===== src/rtl/bnn_pkg.sv =====
// Shared BNN constants and the image loader state encoding.
package bnn_pkg;

   localparam int unsigned IMG_WIDTH    = 30;
   localparam int unsigned IMG_SIZE     = IMG_WIDTH * IMG_WIDTH;
   localparam int unsigned KERNEL_WIDTH = 3;
   localparam int unsigned KERNEL_SIZE  = KERNEL_WIDTH * KERNEL_WIDTH;
   localparam int unsigned BNN1_CHANL   = 16;
   localparam int unsigned BNN2_CHANL   = 32;
   localparam int unsigned IN_WIDTH     = 8;
   localparam int unsigned NUM_BEATS    = (IMG_SIZE + IN_WIDTH - 1) / IN_WIDTH;

   typedef enum logic {
      LOAD = 1'b0,
      FULL = 1'b1
   } loader_state_t;

endpackage


===== src/rtl/bnn_image_loader.sv =====
// Assembles a binary image from packed input beats into a flat buffer and
// holds it until the downstream network consumes the frame.
module bnn_image_loader #(
   parameter int unsigned IMG_WIDTH = bnn_pkg::IMG_WIDTH,
   parameter int unsigned IN_WIDTH  = bnn_pkg::IN_WIDTH,
   localparam int unsigned IMG_SIZE  = IMG_WIDTH * IMG_WIDTH,
   localparam int unsigned NUM_BEATS = (IMG_SIZE + IN_WIDTH - 1) / IN_WIDTH,
   localparam int unsigned CNT_W     = $clog2(NUM_BEATS + 1)
) (
   input  logic                clk,
   input  logic                rst,
   input  logic [IN_WIDTH-1:0] in_data,
   input  logic                in_valid,
   input  logic                in_sof,
   output logic                in_ready,
   output logic [IMG_SIZE-1:0] buff,
   output logic                img_valid,
   input  logic                img_ready,
   output logic [CNT_W-1:0]    beat_cnt
);

   import bnn_pkg::loader_state_t;
   import bnn_pkg::LOAD;
   import bnn_pkg::FULL;

   localparam int unsigned IDX_W = (IMG_SIZE > 1) ? $clog2(IMG_SIZE) : 1;
   localparam int unsigned JW    = (IN_WIDTH > 1) ? $clog2(IN_WIDTH) : 1;

   loader_state_t       state_q, state_d;
   logic                in_ready_q, in_ready_d;
   logic                img_valid_q, img_valid_d;
   logic [CNT_W-1:0]    beat_cnt_q, beat_cnt_d;
   logic [CNT_W-1:0]    beat_idx;
   logic                accept;
   logic [IMG_SIZE-1:0] buff_q;

   // Next-state, beat acceptance and counter update
   always_comb begin
      state_d     = state_q;
      beat_cnt_d  = beat_cnt_q;
      accept      = 1'b0;
      beat_idx    = beat_cnt_q;
      in_ready_d  = 1'b1;
      img_valid_d = 1'b0;
      case (state_q)
         LOAD: begin
            accept   = in_valid && in_ready_q;
            beat_idx = in_sof ? '0 : beat_cnt_q;
            if (accept) begin
               if (beat_idx == CNT_W'(NUM_BEATS - 1)) begin
                  beat_cnt_d = '0;
                  state_d    = FULL;
               end else begin
                  beat_cnt_d = beat_idx + CNT_W'(1);
               end
            end
         end
         FULL: begin
            if (img_ready) begin
               state_d = LOAD;
            end
         end
         default: state_d = LOAD;
      endcase
      in_ready_d  = (state_d == LOAD);
      img_valid_d = (state_d == FULL);
   end

   always_ff @(posedge clk) begin
      if (rst) begin
         state_q     <= LOAD;
         in_ready_q  <= 1'b1;
         img_valid_q <= 1'b0;
         beat_cnt_q  <= '0;
      end else begin
         state_q     <= state_d;
         in_ready_q  <= in_ready_d;
         img_valid_q <= img_valid_d;
         beat_cnt_q  <= beat_cnt_d;
      end
   end

   // Beat k lands at buff[k*IN_WIDTH +: IN_WIDTH]; bits past the image are dropped
   always_ff @(posedge clk) begin
      if (rst) begin
         buff_q <= '0;
      end else if (accept) begin
         for (int unsigned j = 0; j < IN_WIDTH; j++) begin
            if (32'(beat_idx) * IN_WIDTH + j < IMG_SIZE) begin
               buff_q[IDX_W'(32'(beat_idx) * IN_WIDTH + j)] <= in_data[JW'(j)];
            end
         end
      end
   end

   assign buff      = buff_q;
   assign in_ready  = in_ready_q;
   assign img_valid = img_valid_q;
   assign beat_cnt  = beat_cnt_q;

endmodule

===== config.mk =====
export PLATFORM = sky130hd
export DESIGN_NAME = bnn_image_loader
export DESIGN_NICKNAME = d
export VERILOG_FILES = /design/src/rtl/bnn_pkg.sv /design/src/rtl/bnn_image_loader.sv
export SDC_FILE = /design/constraint.sdc
export NUM_CORES = 2
export LEC_CHECK = 0
export ABC_AREA = 1
export CORE_AREA = 2 2 360 362
export CTS_BUF_LIST = sky130_fd_sc_hd__clkbuf_4
export CTS_CLUSTER_SIZE = 12
export DETAILED_ROUTE_END_ITERATION = 10
export DIE_AREA = 0 0 362 364
export GPL_TIMING_DRIVEN = 0
export PLACE_DENSITY = 0.49
export SYNTH_ARGS = -nofsm -noshare
export SYNTH_HDL_FRONTEND = slang
export SYNTH_SLANG_ARGS = --single-unit

===== constraint.sdc =====
create_clock -name clk -period 2.3 [get_ports clk]
set_input_delay 0.46 -clock clk [delete_from_list [all_inputs] [get_ports clk]]
set_output_delay 0.46 -clock clk [all_outputs]
set_load 0.005 [all_outputs]

# Word-level counts from Yosys, hierarchy flattened
# Cells that the tools add are included.
dict set report op_classes {
  addsub 8
  magnitude_cmp 24
  eq_ne 1
  n_mux 54
  n_bitwise 2
  reduce_logical 10
}
# op n
set ops {}
lappend ops {{900-bit 2-to-1 mux} 22}
lappend ops {{900-bit bitwise mux} 8}
lappend ops {{32-bit by 10-bit less-than comparator with 1-bit output (second input constant)} 7}
lappend ops {{10-bit by 11-bit less-than comparator with 1-bit output (second input constant)} 8}
lappend ops {{10-bit by 1-bit >= comparator with 1-bit output (second input constant)} 8}
lappend ops {{1-bit demux with 10-bit select} 7}
lappend ops {{10-bit by 3-bit adder with 11-bit output (second input constant)} 4}
lappend ops {{10-bit by 2-bit adder with 11-bit output (second input constant)} 2}
lappend ops {{7-bit 2-to-1 mux} 3}
lappend ops {{1-bit 2-to-1 mux} 12}
lappend ops {{10-bit by 1-bit adder with 11-bit output (second input constant)} 1}
lappend ops {{10-bit less-than comparator (second input constant)} 1}
lappend ops {{1-bit logical AND} 9}
lappend ops {{7-bit by 1-bit adder with 7-bit output (second input constant)} 1}
lappend ops {{1-bit demux with 7-bit select} 1}
lappend ops {{7-bit equality test (second input constant)} 1}
lappend ops {{1-bit NOT} 2}
lappend ops {{1-bit one-hot mux with 2 select lines} 1}
lappend ops {{2-bit AND reduction} 1}
dict set report word_totals {
  reg_bits 909
  inputBits 13
  out_inout_bits 909
  word_cells 103
}

# Longest topological paths before layout
dict set report depth {
  ltp_word 36
  depth_mapped 13
}

# Least setup slack after synthesis
# No wires, ideal clock.
dict set report synth_path {
  path_type {input port to flip-flop}
  from {input port in_sof}
  to {register buff_q[142] (netlist: buff[142])}
  arrival_time_ns 1.862
  required_ns 2.187
  slack_ns 0.325
  stages 13
  cell_sequence {buf_4 -> inv_1 -> nor2_1 -> nor2_1 -> nand2_1 -> inv_2 -> buf_2 -> nand2_1 -> nor2_2 -> buf_2 -> nand2_1 -> nand2_1 -> nor2_1}
}
dict set report synth_between {
  elab_chain_cells 33
  elab_cells_between_ends 81
  classes_between {7 x add/sub; 22 x order compare; 45 x mux; 7 x reduce/logical}
}
# item line_no
set synth_rtl {}
lappend synth_rtl {{start: declaration} bnn_image_loader.sv:14} ;# input logic in_sof,
lappend synth_rtl {{7-bit 2-to-1 mux *} bnn_image_loader.sv:48} ;# beat_idx = in_sof ? '0 : beat_cnt_q;
lappend synth_rtl {{7-bit 2-to-1 mux *} bnn_image_loader.sv:45} ;# case (state_q)
lappend synth_rtl {{10-bit by 1-bit adder with 11-bit output} bnn_image_loader.sv:90} ;# buff_q[IDX_W'(32'(beat_idx) * IN_WIDTH + j)] <= in_data[JW'(j)];
lappend synth_rtl {{10-bit by 11-bit less-than comparator with 1-bit output (implied by the code) or 10-bit by 1-bit >= comparator with 1-bit output (tied branches)} bnn_image_loader.sv:90}
lappend synth_rtl {{1-bit logical AND (implied by the code)} bnn_image_loader.sv:90}
lappend synth_rtl {{1-bit 2-to-1 mux (implied by the code)} bnn_image_loader.sv:90}
lappend synth_rtl {{1-bit demux with 10-bit select} bnn_image_loader.sv:90}
lappend synth_rtl {{900-bit bitwise mux} bnn_image_loader.sv:90}
lappend synth_rtl {{[... 17 more ...]} -}
lappend synth_rtl {{900-bit 2-to-1 mux} bnn_image_loader.sv:87} ;# end else if (accept) begin
lappend synth_rtl {{900-bit 2-to-1 mux} bnn_image_loader.sv:85} ;# if (rst) begin
lappend synth_rtl {{900-bit bitwise mux} bnn_image_loader.sv:90}
lappend synth_rtl {{900-bit 2-to-1 mux} bnn_image_loader.sv:89} ;# if (32'(beat_idx) * IN_WIDTH + j < IMG_SIZE) begin
lappend synth_rtl {{900-bit 2-to-1 mux} bnn_image_loader.sv:87}
lappend synth_rtl {{900-bit 2-to-1 mux} bnn_image_loader.sv:85}
lappend synth_rtl {{900-bit bitwise mux} bnn_image_loader.sv:90}
lappend synth_rtl {{900-bit 2-to-1 mux *} bnn_image_loader.sv:89}
lappend synth_rtl {{end signal: indexed assignment} bnn_image_loader.sv:90}
lappend synth_rtl {{end: declaration} bnn_image_loader.sv:35} ;# logic [IMG_SIZE-1:0] buff_q;
# Every way passes the cells marked *; elsewhere a longest branch is shown, timed or not. The select of a mux whose other input is x is not followed.
# A chain may end at the register's enable or synchronous reset.

==> metrics <==
yosys warns 0; Num CTS Buffers 285; first-pass GRT wire length 268.7 mm; top post-synthesis cells by area dfxtp_1, nand2_1, nor2_1; Layout Nets 6483; Worst Path Arrival 3.46 ns; 1st-pass router iterations 6; largest net degree at the start of global routing 17; share of cells above drive strength 1 36.81%; Via density 4.811; Setup TNS -0.07812 ns; P_leak 0.02177 uW; leading area contributor after synthesis dfxtp_1; # H-tree levels 5; Fillers 13942; Final min period 2.338 ns; DPL Wire Length 142.6 mm; Starting Density 27.96%; vias in the first global route 36888; Seq/Total Area, Yosys 50.72%; post-synthesis cell area 35880 um^2; # setup viols final 4; placer congestion estimate 0.8815; FMAX 427.7 MHz; gr ovfl total 0; worst-path maximum fanout 10; Clock Path Buffers 4; clk slew on worst S/H paths 0.06 ns; status finished with violations; core region area 128300 um^2; Required @ worst endpoint 3.42 ns; CTS tree built; Worst setup SP type flop; die extent in y 364 um; DIE AREA 131800 um^2; Critical Path Sink Type flop; fin crit share 101.6%; Slew Viols, Final 0; failing checks negative setup slack; clk_skew 0.1041 ns; total number of vias 39803; Total Wirelength 193.5 mm; worst setup margin -0.03787 ns; Mapped Avg Cell Area 6.916 um^2; Relative slew margins 12.68%; initial antenna violation count 12; total of max-cap violations 0; Power, Total 32830 uW; PortBufs 917; num rows 132; worst skew pair latency 1.30 ns; HP Class in -> reg; final hold vios 0; wire per inst 23.39 um; Synth top area share 50.72%; register bit total from synthesis 909; Routed Antenna Nets 0; Area Overhead vs Synth 43.13%; post-synthesis instance total 5188; Syn Nets 5203; count of cell types in the netlist 23; Ports 922; number of DRC markers in iteration 0 2629; Slew @ Worst Pin 1.310 ns; RSZ-0062 raised after global routing yes; PD cells 639.4 nW/um^2; WS Path Type reg -> reg; residual DRC count 0; Clock Tree Root clkbuf_4; Clock Sinks 909; GR Util All Layers 28.36%; Die Wd 362 um; peak supply drop 0.4796 mV
registers in the layout, indices dropped and copies added, names as in the netlist:
| name | count |
|---|---|
| buff | 900 |
| beat_cnt | 7 |
| img_valid | 1 |
| in_ready | 1 |
per-stage QoR:
step                worst slack [ns]  hold slack, ns  area (um^2)  util, %  instances
CTS                          -0.1704         0.02309        51550    40.17       8249
global route                 -0.1358         0.07652        51350    40.01       8271
floorplan                     0.3252          0.4574        35880        -       5188
finish                      -0.03787          0.1462        51350    40.02       8273
detailed placement            -2.299          0.4510        47160    36.75       7780
global placement              -2.319          0.4485        47150    36.74       7780
kinds of logic after synthesis:
kind of cell / after synthesis / synth area share (%)
AND/OR/NAND/NOR: 3362 / 37.61
flip-flops: 909 / 50.72
AO/OA/AOI/OAI: 485 / 6.772
buffers and inverters: 430 / 4.830
adder cells (fa/ha/maj): 2 / 0.06973
area by class of cell:
class | count | area [um^2] | area share, %
diodes | 7 | 17.52 | 0.03411
plain buffers | 327 | 1615 | 3.145
clock buffers | 385 | 2890 | 5.628
clock inverters | 25 | 121.4 | 0.2363
inverters | 95 | 380.4 | 0.7407
multi-input cells | 3849 | 17010 | 33.13
flip-flops and latches | 909 | 19190 | 37.37
well taps | 1675 | 2096 | 4.081
repair buffers | 1001 | 8030 | 15.64
synth_stat cells (all sizes together):
| master | instances |
|---|---|
| nand4 | 68 |
| o21ai | 27 |
| o22ai | 2 |
| clkbuf | 168 |
| ha | 2 |
| nand3 | 356 |
| nor3 | 42 |
| dfxtp | 909 |
| nand3b | 1 |
| inv | 95 |
| a21oi | 456 |
| nand2 | 1528 |
| nor2 | 1367 |
| buf | 167 |
critical path, cell delays in order, from the launching register on:
cell and delay (ns):
dfxtp_4 0.40, inv_2 0.07, nand2_4 0.13, buf_6 0.20, nand3_4 0.17, inv_1 0.20
nand2_1 0.35, nor2_2 0.45, nand3_1 0.12, nand2_1 0.09, nor2_1 0.04
where the power goes:
| group | internal [uW] | switching, uW |
|---|---|---|
| Sequential | 15700 | 25.7 |
| Combinational | 455 | 1690 |
| Clock | 7660 | 7310 |
what timing repair did:
action	4_1_cts	5_1_grt
hold buffers	7	0
cloned	0	0
setup buffers	54	23
pin swaps	19	10
resized for setup	3765	1218
endpoints found under the hold margin	60	0
endpoints found under the setup margin	1817	1209
metal layers:
| layer | wire [um] | GRT usage, % |
|---|---|---|
| met1 | 80210 | 34.19 |
| met2 | 88880 | 46.45 |
| met3 | 16840 | 9.614 |
| met4 | 7519 | 10.98 |
| met5 | 27 | 0 |
worst paths after layout:
kind	from	end	slack, ns	depth (start not counted)
worst max-delay path	img_valid$_SDFF_PP0_	buff[194]$_SDFFE_PP0P_	-0.04	10
worst min-delay path	in_data[7]	buff[855]$_SDFFE_PP0P_	0.15	3
worst max register to register	img_valid$_SDFF_PP0_	buff[194]$_SDFFE_PP0P_	-0.04	10
worst min register to register	buff[540]$_SDFFE_PP0P_	buff[540]$_SDFFE_PP0P_	0.46	2
placed cells by master, fill, tap and decap left out, types with 2 or more instances in the layout:
cell type | Yosys | layout
inv_2 | 23 | 26
clkdlybuf4s15_1 | 0 | 4
o22ai_1 | 2 | 2
inv_1 | 72 | 70
nand2_2 | 0 | 7
nand4_1 | 68 | 68
o21ai_2 | 0 | 2
nor3_1 | 42 | 42
clkbuf_1 | 168 | 120
buf_4 | 6 | 95
nor2_4 | 1 | 94
buf_12 | 0 | 16
o21ai_0 | 24 | 24
buf_6 | 1 | 402
dlygate4sd3_1 | 0 | 7
nand2_4 | 1 | 5
nand2_1 | 1527 | 1515
clkdlybuf4s50_1 | 0 | 8
nand3_2 | 11 | 15
nor2_1 | 1313 | 1176
clkbuf_8 | 0 | 2
clkbuf_2 | 0 | 441
nand3_4 | 0 | 13
clkbuf_4 | 0 | 405
dfxtp_4 | 0 | 66
buf_1 | 89 | 77
clkinv_1 | 0 | 18
ha_1 | 2 | 2
nand3_1 | 345 | 328
buf_8 | 0 | 9
buf_2 | 71 | 127
dfxtp_2 | 0 | 597
dfxtp_1 | 909 | 246
diode_2 | 0 | 7
a21oi_1 | 456 | 456
nor2_2 | 53 | 97
No activity file was read; power rests on OpenSTA's default activity.
